===== src/rtl/dsp_config_loader.sv =====
// Serial configuration-chain loader. Accepts WORD_W-bit words from a host and
// shifts exactly CHAIN_LEN bits, MSB first, into a downstream scan chain.
module dsp_config_loader #(
    parameter int unsigned WORD_W    = 8,
    parameter int unsigned CHAIN_LEN = 64
) (
    input  logic                               clk,
    input  logic                               rst_n,
    input  logic                               start,
    input  logic                               abort,
    input  logic [WORD_W-1:0]                  cfg_word,
    input  logic                               cfg_valid,
    output logic                               cfg_ready,
    output logic                               configuration_input,
    output logic                               configuration_enable,
    output logic                               busy,
    output logic                               done,
    output logic [$clog2(CHAIN_LEN+1)-1:0]     bit_count
);

    localparam int unsigned BC_W = $clog2(CHAIN_LEN + 1);
    localparam int unsigned WC_W = $clog2(WORD_W + 1);

    typedef enum logic [1:0] {
        IDLE  = 2'd0,
        FETCH = 2'd1,
        SHIFT = 2'd2,
        DONE  = 2'd3
    } state_t;

    state_t            r_state;
    state_t            w_next_state;
    logic [WORD_W-1:0] r_shift;
    logic [WC_W-1:0]   r_wcnt;
    logic [BC_W-1:0]   r_bit_count;

    logic [31:0]       w_remain;
    logic [WC_W-1:0]   w_load;
    logic              w_word_last;
    logic              w_chain_last;

    // Bits still owed to the chain; a short final word loads only this many,
    // so its low-order surplus bits are never shifted out.
    assign w_remain     = CHAIN_LEN - 32'(r_bit_count);
    assign w_load       = (w_remain < WORD_W) ? w_remain[WC_W-1:0] : WC_W'(WORD_W);
    assign w_word_last  = (r_wcnt == WC_W'(1));
    assign w_chain_last = ((32'(r_bit_count) + 32'd1) == CHAIN_LEN);

    always_ff @(posedge clk) begin
        if (!rst_n) begin
            r_state <= IDLE;
        end else begin
            r_state <= w_next_state;
        end
    end

    always_comb begin
        w_next_state = r_state;
        case (r_state)
            IDLE: begin
                if (start) begin
                    w_next_state = FETCH;
                end
            end
            FETCH: begin
                if (abort) begin
                    w_next_state = IDLE;
                end else if (cfg_valid) begin
                    w_next_state = SHIFT;
                end
            end
            SHIFT: begin
                if (abort) begin
                    w_next_state = IDLE;
                end else if (w_word_last) begin
                    w_next_state = w_chain_last ? DONE : FETCH;
                end
            end
            DONE: begin
                w_next_state = IDLE;
            end
            default: begin
                w_next_state = IDLE;
            end
        endcase
    end

    always_ff @(posedge clk) begin
        if (!rst_n) begin
            r_shift     <= '0;
            r_wcnt      <= '0;
            r_bit_count <= '0;
        end else begin
            case (r_state)
                IDLE: begin
                    if (start) begin
                        r_bit_count <= '0;
                    end
                end
                FETCH: begin
                    if (!abort && cfg_valid) begin
                        r_shift <= cfg_word;
                        r_wcnt  <= w_load;
                    end
                end
                SHIFT: begin
                    if (!abort) begin
                        r_shift     <= r_shift << 1;
                        r_wcnt      <= r_wcnt - WC_W'(1);
                        r_bit_count <= r_bit_count + BC_W'(1);
                    end
                end
                default: begin
                end
            endcase
        end
    end

    // All outputs decode registered state only; nothing flows through from inputs.
    assign cfg_ready            = (r_state == FETCH);
    assign configuration_enable = (r_state == SHIFT);
    assign configuration_input  = (r_state == SHIFT) & r_shift[WORD_W-1];
    assign busy                 = (r_state != IDLE);
    assign done                 = (r_state == DONE);
    assign bit_count            = r_bit_count;

endmodule


===== config.mk =====
export PLATFORM = sky130hd
export DESIGN_NAME = dsp_config_loader
export DESIGN_NICKNAME = d
export VERILOG_FILES = /design/src/rtl/dsp_config_loader.sv
export SDC_FILE = /design/constraint.sdc
export NUM_CORES = 1
export LEC_CHECK = 0
export ABC_AREA = 0
export CAP_MARGIN = 20
export CORE_MARGIN = 4
export CORE_UTILIZATION = 50
export DETAILED_ROUTE_END_ITERATION = 8
export PLACE_DENSITY_LB_ADDON = 0.08
export SLEW_MARGIN = 5
export SYNTH_ARGS = -nofsm -noshare
export SYNTH_HDL_FRONTEND = slang
export SYNTH_SLANG_ARGS = --single-unit

===== constraint.sdc =====
create_clock -name clk -period 2.4 [get_ports clk]
set_clock_uncertainty 0.2 [all_clocks]
set_input_delay 0.48 -clock clk [delete_from_list [all_inputs] [get_ports clk]]
set_output_delay 0.48 -clock clk [all_outputs]
set_load 0.01 [all_outputs]

==> results of run 1 <==
layout make-up:
class                           instances  area [µm²]  share of cell area [%]
Multi-Input combinational cell        123         761                    49.1
Inverter                                9        33.8                    2.18
Tap cell                               28        35.0                    2.26
Sequential cell                        21         423                    27.3
Timing Repair Buffer                   28         270                    17.4
Clock buffer                            4        26.3                    1.70
timing repair:
action | CTS | global route
pin swaps | 0 | 0
resized for setup | 2 | 1
endpoints found under the setup margin | 2 | 1
flip-flops by register name, indices dropped and copies added (netlist names):
| signal | flops |
|---|---|
| bit_count | 7 |
| r_state | 2 |
| r_wcnt | 4 |
| r_shift | 8 |
cells by family after synthesis:
kind of cell,after synthesis,synth area share (%)
fa+ha+maj,5,5.02
flops,21,33.7
xor+xnor,2,1.40
simple gates,68,28.2
buf+inv,17,5.52
mux,2,1.71
compound gates,46,24.5
tightest hold or removal path, stage by stage, from the launching register on:
cell	delay (ns)
sky130_fd_sc_hd__dfxtp_1	0.33
sky130_fd_sc_hd__nand2_1	0.05
sky130_fd_sc_hd__a311oi_1	0.08
through the flow:
| stage | power (W) | hold WS [ns] | cell area, µm² |
|---|---|---|---|
| detailed placement | 0.000494 | 0.275 | 1520 |
| floorplan | 0.000445 | 0.255 | 1250 |
| finish | 0.000656 | 0.280 | 1550 |
| CTS | 0.000662 | 0.291 | 1550 |
| global placement | 0.000490 | 0.261 | 1520 |
| global route | 0.000695 | 0.310 | 1550 |
cell usage in the layout, fill, tap and decap left out, types with 4 or more instances in the layout:
cell type                         count
sky130_fd_sc_hd__dfxtp_1             19
sky130_fd_sc_hd__nand2_1             20
sky130_fd_sc_hd__a21oi_1             14
sky130_fd_sc_hd__buf_4                4
sky130_fd_sc_hd__nor2_1              16
sky130_fd_sc_hd__nor3b_1              5
sky130_fd_sc_hd__ha_1                 5
sky130_fd_sc_hd__clkdlybuf4s50_1     24
sky130_fd_sc_hd__nand2b_1             6
sky130_fd_sc_hd__a311oi_1             7
sky130_fd_sc_hd__inv_1                8
sky130_fd_sc_hd__o21ai_0             12
where the power goes:
group          switching [W]  internal, W  leakage, nW
registers          0.0000138     0.000362        0.171
logic              0.0000547    0.0000564        0.375
clock network       0.000105    0.0000648       0.0150
metal layers:
metal | vias up | routed length (µm) | track usage [%]
met5 | - | 0 | 0
met1 | 571 | 1380 | 22.9
met2 | 36 | 1280 | 30.8
met4 | 0 | 34 | 3.64
met3 | 4 | 170 | 5.79
li1 | 616 | - | -
final timing paths:
kind	startpoint	endpoint	slack (ns)
setup reg to reg	bit_count[0]	r_state[1]	0.34
setup / recovery	r_state[0]	configuration_input	0.09
hold / removal	r_shift[4]	r_shift[5]	0.28
hold reg to reg	r_shift[4]	r_shift[5]	0.28
==> flow_summary.yaml, run 1 <==
outcome:
  run_status: "completed"
layout:
  instances_no_fill: 213
  utilization_pct: 67.4
  insertedDiodeCount: 0
  design.final.nets: 204
  num-fill-cells: 208
  area_growth_pct: 24.2
  drive_above_1_share_pct: 12.4
placed_design:
  io_buffer_count: 24
  placed_cells: 209
  dp_hpwl_um: 2130
  dpl_worst_slack_ns: 0.225
  final_wtd_congestion: 0.867
logic_synthesis:
  ranking_of_synthesized_cells_by_area: "sky130_fd_sc_hd__dfxtp_1 (34%), sky130_fd_sc_hd__nand2_1 (6.0%), sky130_fd_sc_hd__a21oi_1 (5.6%), sky130_fd_sc_hd__ha_1 (5.0%), sky130_fd_sc_hd__a311oi_1 (4.9%)"
  synth_nets: 179
  synth_cell_types: 43
  synth_async_sr_flop_share_pct: 0
  synth.cells.most_frequent: "sky130_fd_sc_hd__dfxtp_1 (21), sky130_fd_sc_hd__nand2_1 (20), sky130_fd_sc_hd__nor2_1 (16)"
  yosysWarnings: 0
  synth.avg_cell_area_um2: 7.75
  dominantRegCellSynth: "sky130_fd_sc_hd__dfxtp_1"
  ys_ff_latch: 21
  synth_edf_count: 0
  most_area_hungry_cell_type_in_the_yosys_netlist: "sky130_fd_sc_hd__dfxtp_1"
  post-synth-top-count-cell: "sky130_fd_sc_hd__dfxtp_1"
  syn_area_mm2: 0.00125
  synth_seq_area_share_pct: 33.7
  synthesis.instances: 161
  synth_top_area_share_pct: 33.7
timing:
  finalCriticalPeriod_ns: 2.31
  max_freq_mhz: 432
  setup_viol_count_final: 0
  drv_slew: 0
  grt_setup_unrepaired: "false"
  final_critical_path_setup_slack_ns: 0.0863
  accumulated_negative_setup_slack_ns: 0
  hold_viol: 0
  tightest_slew_margin_relative_to_the_limit_pct: 63.2
  layout_worst_path_cycle_share_pct: 96.4
  actual_slew_at_the_worst_max_slew_pin_ns: 0.551
min_path:
  hp_class: "reg -> reg"
  hold-path-cell-count: 2
worst_setup_path:
  crit_path_max_incr_delay_ns: 0.52
  timing.critical_path.from_type: "flop"
  r2r_cells: 6
  setup.worst_path.end_class: "output port"
  worstSetupPathDepth: 4
  timing.critical_path.required_ns: 1.72
  path_max_fanout: 12
  path_delay_family: "buffers and inverters"
  crit_type: "reg -> out"
  worst_path_max_delay_cell: "sky130_fd_sc_hd__clkdlybuf4s50_1"
  worst_ep_arrival_time_ns: 1.63
  critPathBufInv: 2
  crit_path_cell_trace: "nand2b_1, inv_2, and2_1, clkdlybuf4s50_1"
power_and_ir_drop:
  power-per-cell-area_mw_per_mm2: 424
  power.ir.vdd_worst_mv: 0.395
  power.static_leakage_nw: 0.561
cts:
  clock_transition_time_at_the_flip_flop_clock_pins_of_the_worst_setup_and_hold_paths_ns: 0.12
  tritoncts_num_sinks: 21
  clockBufferDepth: 2
  postCtsSetupBuffers: 0
  tritoncts.num_buffers: 3
  clock-root-buffer: "sky130_fd_sc_hd__clkbuf_4"
  clk_latency_ns: 0.30
  cts.htree.levels: 1
  post_cts_hold_buffer_count: 0
  tritoncts: "yes"
grt:
  grt_start_max_net_pins: 17
  initial_antenna_violation_count: 0
  first_global_vias: 1118
  grt.total_usage_pct: 18.3
  global_route.overflow_total: 0
  grt_first_pass_wirelength_um: 4940
job:
  cap_viol_max_count: 0
routing:
  via_count: 1227
  post-route-drc-count: 0
  dr_vias_cell: 5.76
  wl_per_cell_um: 13.5
  drt.antenna.violating_nets: 0
  drt_first_pass_iters: 5
  initialDrtViolationCount: 31
  wirelength_um: 2870
die:
  boundaryPins: 25
  core_area_mm2: 0.00230
  die_x_um: 58.0
  chipHeight_um: 58.0
  die-area_mm2: 0.00336
  start_util_pct: 54.3
  row_count: 17
(Power assumes the default switching activity.)
==> run 2, diff against run 1 <==
--- a/config.mk
+++ b/config.mk
@@ -5,10 +5,10 @@
 export SDC_FILE = /design/constraint.sdc
 export NUM_CORES = 1
 export LEC_CHECK = 0
-export ABC_AREA = 0
+export ABC_AREA = 1
 export CAP_MARGIN = 20
 export CORE_MARGIN = 4
-export CORE_UTILIZATION = 50
+export CORE_UTILIZATION = 51
 export DETAILED_ROUTE_END_ITERATION = 8
 export PLACE_DENSITY_LB_ADDON = 0.08
 export SLEW_MARGIN = 5
==> flow_summary.yaml, run 2 <==
routing:
  dr_vias_cell: 5.49
  wl_per_cell_um: 13.1
  drt.antenna.violating_nets: 0
  via_count: 1322
  initialDrtViolationCount: 72
  post-route-drc-count: 0
  drt_first_pass_iters: 4
  wirelength_um: 3160
logic_synthesis:
  synthesis.instances: 187
  synth.cells.most_frequent: "sky130_fd_sc_hd__nand2_1 (39), sky130_fd_sc_hd__dfxtp_1 (21), sky130_fd_sc_hd__inv_1 (19), sky130_fd_sc_hd__nor2_1 (19), sky130_fd_sc_hd__a21oi_1 (15)"
  ys_ff_latch: 21
  syn_area_mm2: 0.00130
  synth.avg_cell_area_um2: 6.95
  ranking_of_synthesized_cells_by_area: "sky130_fd_sc_hd__dfxtp_1 (32%), sky130_fd_sc_hd__nand2_1 (11%), sky130_fd_sc_hd__a21oi_1 (5.8%), sky130_fd_sc_hd__inv_1 (5.5%), sky130_fd_sc_hd__nor2_1 (5.5%)"
  post-synth-top-count-cell: "sky130_fd_sc_hd__nand2_1"
  synth_async_sr_flop_share_pct: 0
  synth_top_area_share_pct: 32.4
  synth_edf_count: 0
  synth_seq_area_share_pct: 32.4
  most_area_hungry_cell_type_in_the_yosys_netlist: "sky130_fd_sc_hd__dfxtp_1"
  synth_cell_types: 29
  synth_nets: 205
  dominantRegCellSynth: "sky130_fd_sc_hd__dfxtp_1"
  yosysWarnings: 0
layout:
  num-fill-cells: 229
  drive_above_1_share_pct: 9.48
  instances_no_fill: 241
  max_flop_register: "r_shift"
  final_cell_mix: "sky130_fd_sc_hd__nand2_1 (39), sky130_fd_sc_hd__clkdlybuf4s50_1 (24), sky130_fd_sc_hd__dfxtp_1 (20), sky130_fd_sc_hd__inv_1 (19), sky130_fd_sc_hd__nor2_1 (19)"
  mostFrequentLayoutCell: "sky130_fd_sc_hd__nand2_1"
  largest_register_ffs: 8
  area_growth_pct: 21.5
  insertedDiodeCount: 0
  design.final.nets: 230
  post-route-cell-area_mm2: 0.00158
cts:
  clk_latency_ns: 0.32
  clockBufferDepth: 2
  clock_transition_time_at_the_flip_flop_clock_pins_of_the_worst_setup_and_hold_paths_ns: 0.12
  postCtsSetupBuffers: 0
  tritoncts_num_sinks: 21
  tritoncts: "yes"
  cts.htree.levels: 1
  clock-root-buffer: "sky130_fd_sc_hd__clkbuf_4"
  tritoncts.num_buffers: 3
timing:
  grt_setup_unrepaired: "false"
  tightest_slew_margin_relative_to_the_limit_pct: 69.9
  actual_slew_at_the_worst_max_slew_pin_ns: 0.451
  drv_slew: 0
  layout_worst_path_cycle_share_pct: 94.9
  max_freq_mhz: 439
  hold_viol: 0
  setup_viol_count_final: 0
  accumulated_negative_setup_slack_ns: 0
  finalCriticalPeriod_ns: 2.28
placed_design:
  dp_hpwl_um: 2360
  io_buffer_count: 24
  post_dp_cell_area_mm2: 0.00155
  final_wtd_congestion: 0.799
  placed_cells: 237
worst_setup_path:
  path_delay_family: "buffers and inverters"
  timing.critical_path.required_ns: 1.72
  regToRegStartpoint: "bit_count[0]"
  worst-r2r-setup-slack_ns: 0.47
  worstSetupPathDepth: 4
  crit_path_max_incr_delay_ns: 0.55
  critPathBufInv: 2
  worst_ep_arrival_time_ns: 1.60
  worst_path_max_delay_cell: "sky130_fd_sc_hd__clkdlybuf4s50_1"
  r2r_cells: 9
  crit_type: "reg -> out"
  crit_path_cell_trace: "inv_2, nand2_4, nor2_1, clkdlybuf4s50_1"
  setup.worst_path.end_class: "output port"
  timing.critical_path.from_type: "flop"
  path_max_fanout: 17
  reg2reg_to: "r_wcnt[1]"
grt:
  grt.total_usage_pct: 19.3
  global_route.overflow_total: 0
  initial_antenna_violation_count: 0
  grt_first_pass_wirelength_um: 5110
  grt_start_max_net_pins: 21
  first_global_vias: 1214
die:
  die-area_mm2: 0.00342
  row_count: 18
  core_area_mm2: 0.00245
  start_util_pct: 52.9
  die_x_um: 58.5
  boundaryPins: 25
  chipHeight_um: 58.5
job:
  cap_viol_max_count: 0
min_path:
  min_from: "r_shift[5]"
  hp_class: "reg -> reg"
  min_to: "r_shift[6]"
  hold-path-cell-count: 2
power_and_ir_drop:
  power.static_leakage_nw: 0.683
  power.ir.vdd_worst_mv: 0.390
  power-per-cell-area_mw_per_mm2: 578
outcome:
  run_status: "completed"
run 2: cell count changes after synthesis, sizes merged, moves of 6 or more:
cell	before	now
nand2	20	41
inv	9	24
a311oi	7	0
a31oi	1	7
nand2b	6	0
nand3	4	10
run 2: area by class of cell:
cell class | count | area [µm²] | area share (%)
Clock inverter | 1 | 5.00 | 0.317
Sequential cell | 21 | 422 | 26.7
Timing Repair Buffer | 26 | 255 | 16.2
Multi-Input combinational cell | 136 | 746 | 47.3
Inverter | 24 | 90.1 | 5.71
Tap cell | 30 | 37.5 | 2.38
Clock buffer | 3 | 22.5 | 1.43
run 2: logic make-up (layout without fill, tap and decap cells):
family	Yosys count	after routing	share of synthesized area (%)
adders and majority gates	5	5	4.82
DFF	21	21	32.4
and+or+nand+nor	80	80	28.9
xor gates and xnor gates	6	6	4.05
buffers and inverters	30	54	10.2
AOI/OAI and AO/OA	45	45	19.7
run 2: tightest hold or removal path, delay by kind of cell (launching register included):
kind / cells / cell delay (ns)
flip-flops: 1 / 0.33
AO/OA/AOI/OAI: 1 / 0.07
AND/OR/NAND/NOR: 1 / 0.06
run 2: worst max-delay path by stage:
stage                      start             endpoint
finish                r_state[0]  configuration_input
global route          r_state[0]  configuration_input
CTS                   r_state[1]  configuration_input
detailed placement         abort            r_wcnt[2]
global placement           abort            r_wcnt[2]
floorplan           bit_count[0]            r_wcnt[3]
run 2: what timing repair did:
| action | in CTS | in global routing |
|---|---|---|
| hold buffers | 0 | 0 |
| resized for setup | 0 | 1 |
| setup endpoints to repair | 0 | 1 |
run 2: where the power goes:
group	total [W]	internal (W)	switching [W]
registers	0.000419	0.000382	0.0000373
clock network	0.000180	0.0000625	0.000117
logic	0.000313	0.000136	0.000177
total	0.000911	0.000580	0.000331
run 2: through the flow:
stage          total power, W  hold WS (ns)  util [%]  setup slack (ns)
3_5_place_dp         0.000735         0.277      63.1             0.129
5_1_grt              0.000967         0.325      64.3           0.00396
4_1_cts              0.000911         0.302      64.2            0.0365
3_3_place_gp         0.000722         0.264      63.1             0.193
6_report             0.000911         0.299      64.3             0.122
2_1_floorplan        0.000640         0.239         -             0.701
run 2: per-layer routing:
metal	share of wire (%)	up-vias	track usage (%)
li1	-	671	-
met1	44	612	22.9
met2	49	31	33.0
met3	4.2	8	3.73
met4	1.8	0	9.27
met5	0	-	0
